--- config.mk ---
export PLATFORM = sky130hd
export DESIGN_NAME = ps2_note_decoder
export DESIGN_NICKNAME = d
export VERILOG_FILES = /design/src/rtl/ps2_note_decoder.sv
export SDC_FILE = /design/constraint.sdc
export NUM_CORES = 1
export LEC_CHECK = 0
export CAP_MARGIN = 20
export CORE_MARGIN = 2
export CORE_UTILIZATION = 52
export DETAILED_ROUTE_END_ITERATION = 6
export PLACE_DENSITY_LB_ADDON = 0.25
export SETUP_SLACK_MARGIN = 0.5
export SYNTH_ARGS = -nofsm -noshare
export SYNTH_HDL_FRONTEND = slang
export SYNTH_SLANG_ARGS = --single-unit
--- constraint.sdc ---
create_clock -name clk -period 4.4 [get_ports clk]
set_input_delay 0.88 -clock clk [delete_from_list [all_inputs] [get_ports clk]]
set_output_delay 0.88 -clock clk [all_outputs]
set_load 0.02 [all_outputs]
--- src/rtl/ps2_note_decoder.sv ---
// PS/2 scan-code to piano note decoder: make/break/extended tracking,
// octave shift, note_on/note_off strobes. Option: PS2_TYPEMATIC_FILTER_EN.
module ps2_note_decoder #(
  parameter int SYNC_STAGES = 2,
  parameter int OCTAVE_INIT = 4
) (
  input  logic        clk,
  input  logic        rst,
  input  logic        frame_valid,
  input  logic [10:0] frame,
  output logic        note_on,
  output logic        note_off,
  output logic [6:0]  note,
  output logic [12:0] held,
  output logic [2:0]  octave
);

  typedef enum logic [1:0] {
    S_IDLE,
    S_BRK,
    S_EXT,
    S_EXT_BRK
  } state_t;

  localparam logic [7:0] C_EXT  = 8'hE0;
  localparam logic [7:0] C_BRK  = 8'hF0;
  localparam logic [7:0] C_DOWN = 8'h1A;
  localparam logic [7:0] C_UP   = 8'h22;

  state_t state_q;
  state_t state_d;

  logic [SYNC_STAGES-1:0] sync_q;
  logic                   edge_q;
  logic                   byte_stb;
  logic [7:0]             code;

  logic       key_hit;
  logic [3:0] key_idx;
  logic [6:0] note_val;

  logic        make_ev;
  logic        rel_ev;
  logic        up_ev;
  logic        dn_ev;

  logic        on_d;
  logic        off_d;
  logic [6:0]  note_d;
  logic [12:0] held_d;
  logic [2:0]  octave_d;

  always_ff @(posedge clk) begin
    if (rst) begin
      sync_q <= '0;
      edge_q <= 1'b0;
    end else begin
      sync_q <= {sync_q[SYNC_STAGES-2:0], frame_valid};
      edge_q <= sync_q[SYNC_STAGES-1];
    end
  end

  // frame is stable while frame_valid is high, so it is safe to
  // read it directly once the synchronised level has risen
  assign byte_stb = sync_q[SYNC_STAGES-1] & ~edge_q;
  assign code     = frame[8:1];

  always_comb begin
    key_hit = 1'b1;
    key_idx = 4'd0;
    case (code)
      8'h1C:   key_idx = 4'd0;
      8'h1D:   key_idx = 4'd1;
      8'h1B:   key_idx = 4'd2;
      8'h24:   key_idx = 4'd3;
      8'h23:   key_idx = 4'd4;
      8'h2B:   key_idx = 4'd5;
      8'h2C:   key_idx = 4'd6;
      8'h34:   key_idx = 4'd7;
      8'h35:   key_idx = 4'd8;
      8'h33:   key_idx = 4'd9;
      8'h3C:   key_idx = 4'd10;
      8'h3B:   key_idx = 4'd11;
      8'h42:   key_idx = 4'd12;
      default: key_hit = 1'b0;
    endcase
  end

  assign note_val = 7'(octave) * 7'd12 + 7'(key_idx);

  always_ff @(posedge clk) begin
    if (rst) begin
      state_q <= S_IDLE;
    end else begin
      state_q <= state_d;
    end
  end

  always_comb begin
    state_d = state_q;
    if (byte_stb) begin
      case (state_q)
        S_IDLE: begin
          if (code == C_EXT) begin
            state_d = S_EXT;
          end else if (code == C_BRK) begin
            state_d = S_BRK;
          end
        end
        S_EXT: begin
          state_d = (code == C_BRK) ? S_EXT_BRK : S_IDLE;
        end
        default: state_d = S_IDLE;
      endcase
    end
  end

  assign make_ev = byte_stb && state_q == S_IDLE && key_hit;
  assign rel_ev  = byte_stb && state_q == S_BRK && key_hit;
  assign up_ev   = byte_stb && state_q == S_IDLE && code == C_UP;
  assign dn_ev   = byte_stb && state_q == S_IDLE && code == C_DOWN;

  always_comb begin
    on_d     = 1'b0;
    off_d    = 1'b0;
    note_d   = note;
    held_d   = held;
    octave_d = octave;
    unique case (1'b1)
      make_ev: begin
        held_d[key_idx] = 1'b1;
`ifdef PS2_TYPEMATIC_FILTER_EN
        if (!held[key_idx]) begin
          note_d = note_val;
          on_d   = 1'b1;
        end
`else
        note_d = note_val;
        on_d   = 1'b1;
`endif
      end
      rel_ev: begin
        if (held[key_idx]) begin
          held_d[key_idx] = 1'b0;
          note_d          = note_val;
          off_d           = 1'b1;
        end
      end
      // shifting only with no keys down keeps note_off matching note_on
      up_ev: begin
        if (held == '0 && octave != 3'd7) begin
          octave_d = octave + 3'd1;
        end
      end
      dn_ev: begin
        if (held == '0 && octave != 3'd0) begin
          octave_d = octave - 3'd1;
        end
      end
      default: ;
    endcase
  end

  always_ff @(posedge clk) begin
    if (rst) begin
      note_on  <= 1'b0;
      note_off <= 1'b0;
      note     <= '0;
      held     <= '0;
      octave   <= 3'(OCTAVE_INIT);
    end else begin
      note_on  <= on_d;
      note_off <= off_d;
      note     <= note_d;
      held     <= held_d;
      octave   <= octave_d;
    end
  end

endmodule

==> flow_summary.ini <==
[route]
ant_nets = 0
top_layer = met4
drtPass1Iterations = 4
drc = 0
route.met3.wl_um = 450
wl_per_cell_um = 15.6
vias = 1926
drt-initial-drc-count = 201
drt-met1-wl_um = 2090
totalWireLength_um = 5000
dr_wl_met2_um = 2340
avgViaCountPerCell = 6.00

[clock_network]
hold_buffers = 0
clockRootBuffer = clkbuf_8
clk_latency_ns = 0.28
cts_buffers = 5
tritoncts = yes
cts_sinks = 30
cts_max_level = 2
clock_path_buffers = 2
clkTransAtPathRegs_ns = 0.06

[finish]
drive_above_1_share = 0.117
area.growth.synth_to_final_pct = 25.7
layout_common_cells = clkdlybuf4s50_1, dfxtp_1, nor2_1
layout_commonest_cell = clkdlybuf4s50_1
fin_util = 0.687
insertedDiodeCount = 0
nets = 295

[sta]
maxSlewHeadroom = 0.546
final.period_utilization = 0.847
fin_skew_ns = 0.00597
rsz0062_at_grt = false
slew_violations = 0
setup_viol = 0
setup_ws_ns = 0.673
fin_tns_setup_ns = 0
fmax_ghz = 0.268
hold_violations = 0
tightestPinTransition_ns = 0.674
period_needed_ns = 3.73

[yosys]
synth-main-ff-cell = dfxtp_1
syn_avg_cell_area_um2 = 8.68
syn_area_um2 = 2030
synth_fp_nets = 257
yosysUniqueCellTypes = 57
synth-compound-area-share = 0.163
netlist_instances = 234
async_flop_share = 0
synth_edf_count = 0
ys_seq_elements = 30
synthSimpleGateAreaFrac = 0.303
synth.area.mux_share = 0.0924
synth_xor_xnor_area_share = 0.0259
synth_top_family_by_area = simple AND/OR/NAND/NOR gates
synthAdderAreaFrac = 0.0665
yosysSeqAreaShare = 0.296
yosys_warnings = 0

[placement]
gp_congestion = 0.990
port_buffers = 35
dp_hpwl_um = 3720
place_ws_ns = 0.338

[setup_path]
worstSetupEndpointType = register
worstSetupPathType = input port to register
arrival_ns = 3.92
start_kind = input port
path_max_fanout = 11
required_ns = 4.60

[die]
start_util = 0.546
die_area_um2 = 4420
dieWidth_um = 66.5
std_cell_rows = 22
die_height_um = 66.5
io_pins = 39
core_um2 = 3720

[global_routing]
grt_overflow = 0
grt_pass1_vias = 1764
grtUsageTotal = 0.243
grt_antenna_before_repair = 0
grt_pass1_wl_um = 8210
grt_max_degree = 25

[pwr]
design_power_total_mw = 0.551
power_density_nw_per_um2 = 216
ir_drop_uv = 182
p_leak_nw = 0.941

[status]
outcome = completed

[flow_run]
maxCapViolCount = 0

[worst_hold_path]
hp-class = register to register
-- power by group --
part	total [mW]	switching [mW]	internal (mW)
clock	0.223	0.0976	0.126
sequential	0.274	0.000568	0.273
combinational	0.0544	0.0309	0.0235
total	0.551	0.129	0.422
-- per-stage QoR --
| step | cells | hold slack, ns | area [um2] |
|---|---|---|---|
| 2_1_floorplan | 234 | 0.414 | 2030 |
| 3_3_place_gp | 313 | 0.417 | 2460 |
| 3_5_place_dp | 313 | 0.424 | 2460 |
| 4_1_cts | 321 | 0.439 | 2550 |
| 5_1_grt | 321 | 0.455 | 2550 |
| 6_report | 321 | 0.435 | 2550 |
-- per-layer routing --
metal | vias to the layer above | track usage
met2 | 75 | 0.408
li1 | 939 | -
met4 | 0 | 0.0918
met3 | 13 | 0.0541
met1 | 899 | 0.302
met5 | - | 0
-- logic make-up after synthesis --
logic type / count (synthesis)
fa+ha+maj: 9
xor+xnor: 6
buf+inv: 25
mux: 18
simple gates: 100
compound gates: 46
flops: 30
-- worst max-delay path, stage by stage --
cell and delay (ns):
clkdlybuf4s50_1 0.53, buf_4 0.17, or3b_1 0.36, or3_1 0.47
nor3b_2 0.26, o41ai_2 0.17, buf_4 0.23, or3_1 0.38
or3_1 0.34, a21oi_1 0.13
-- cell type report --
type	instances	area, um2
clock buffers	7	86.3
clock inverters	1	5.00
fillers	319	1160
inverters	9	33.8
multi-input cells	179	1320
flip-flops and latches	30	601
well taps	48	60.1
repair buffers	47	445
-- cells in the mapped netlist, types with 3 or more instances --
master,n,share of area
ha_1,6,0.037
mux2i_1,12,0.059
nand3_1,3,0.0074
xnor2_1,4,0.017
nor2_1,18,0.033
nand3b_1,4,0.015
nor2b_1,8,0.025
o31ai_1,3,0.011
nand2_1,8,0.015
nand2b_1,6,0.018
a21o_1,3,0.011
mux2_2,6,0.033
clkbuf_1,8,0.015
or3_1,10,0.031
nor3_1,11,0.027
a21oi_1,13,0.032
nor4_1,6,0.018
o21ai_0,9,0.022
and3_1,3,0.0092
fa_1,3,0.030
buf_2,6,0.015
dfxtp_1,30,0.30
nor3b_1,3,0.011
inv_1,9,0.017
-- what timing repair did --
| item | in CTS | in global routing |
|---|---|---|
| hold endpoints to repair | 0 | 0 |
| setup buffers | 0 | 0 |
| gates resized for setup | 0 | 2 |
| endpoints found under the setup margin | 0 | 1 |
-- final timing paths --
path                             start                      to  slack [ns]  depth (start not counted)
hold reg to reg   sync_q[0]$_SDFF_PP0_    sync_q[1]$_SDFF_PP0_        0.43                          1
setup reg to reg  sync_q[1]$_SDFF_PP0_  octave[2]$_SDFFE_PP1P_        1.92                          6
hold / removal    sync_q[0]$_SDFF_PP0_    sync_q[1]$_SDFF_PP0_        0.43                          1
setup / recovery              frame[5]                register        0.67                         10
Power figures use the tool's default switching activity.
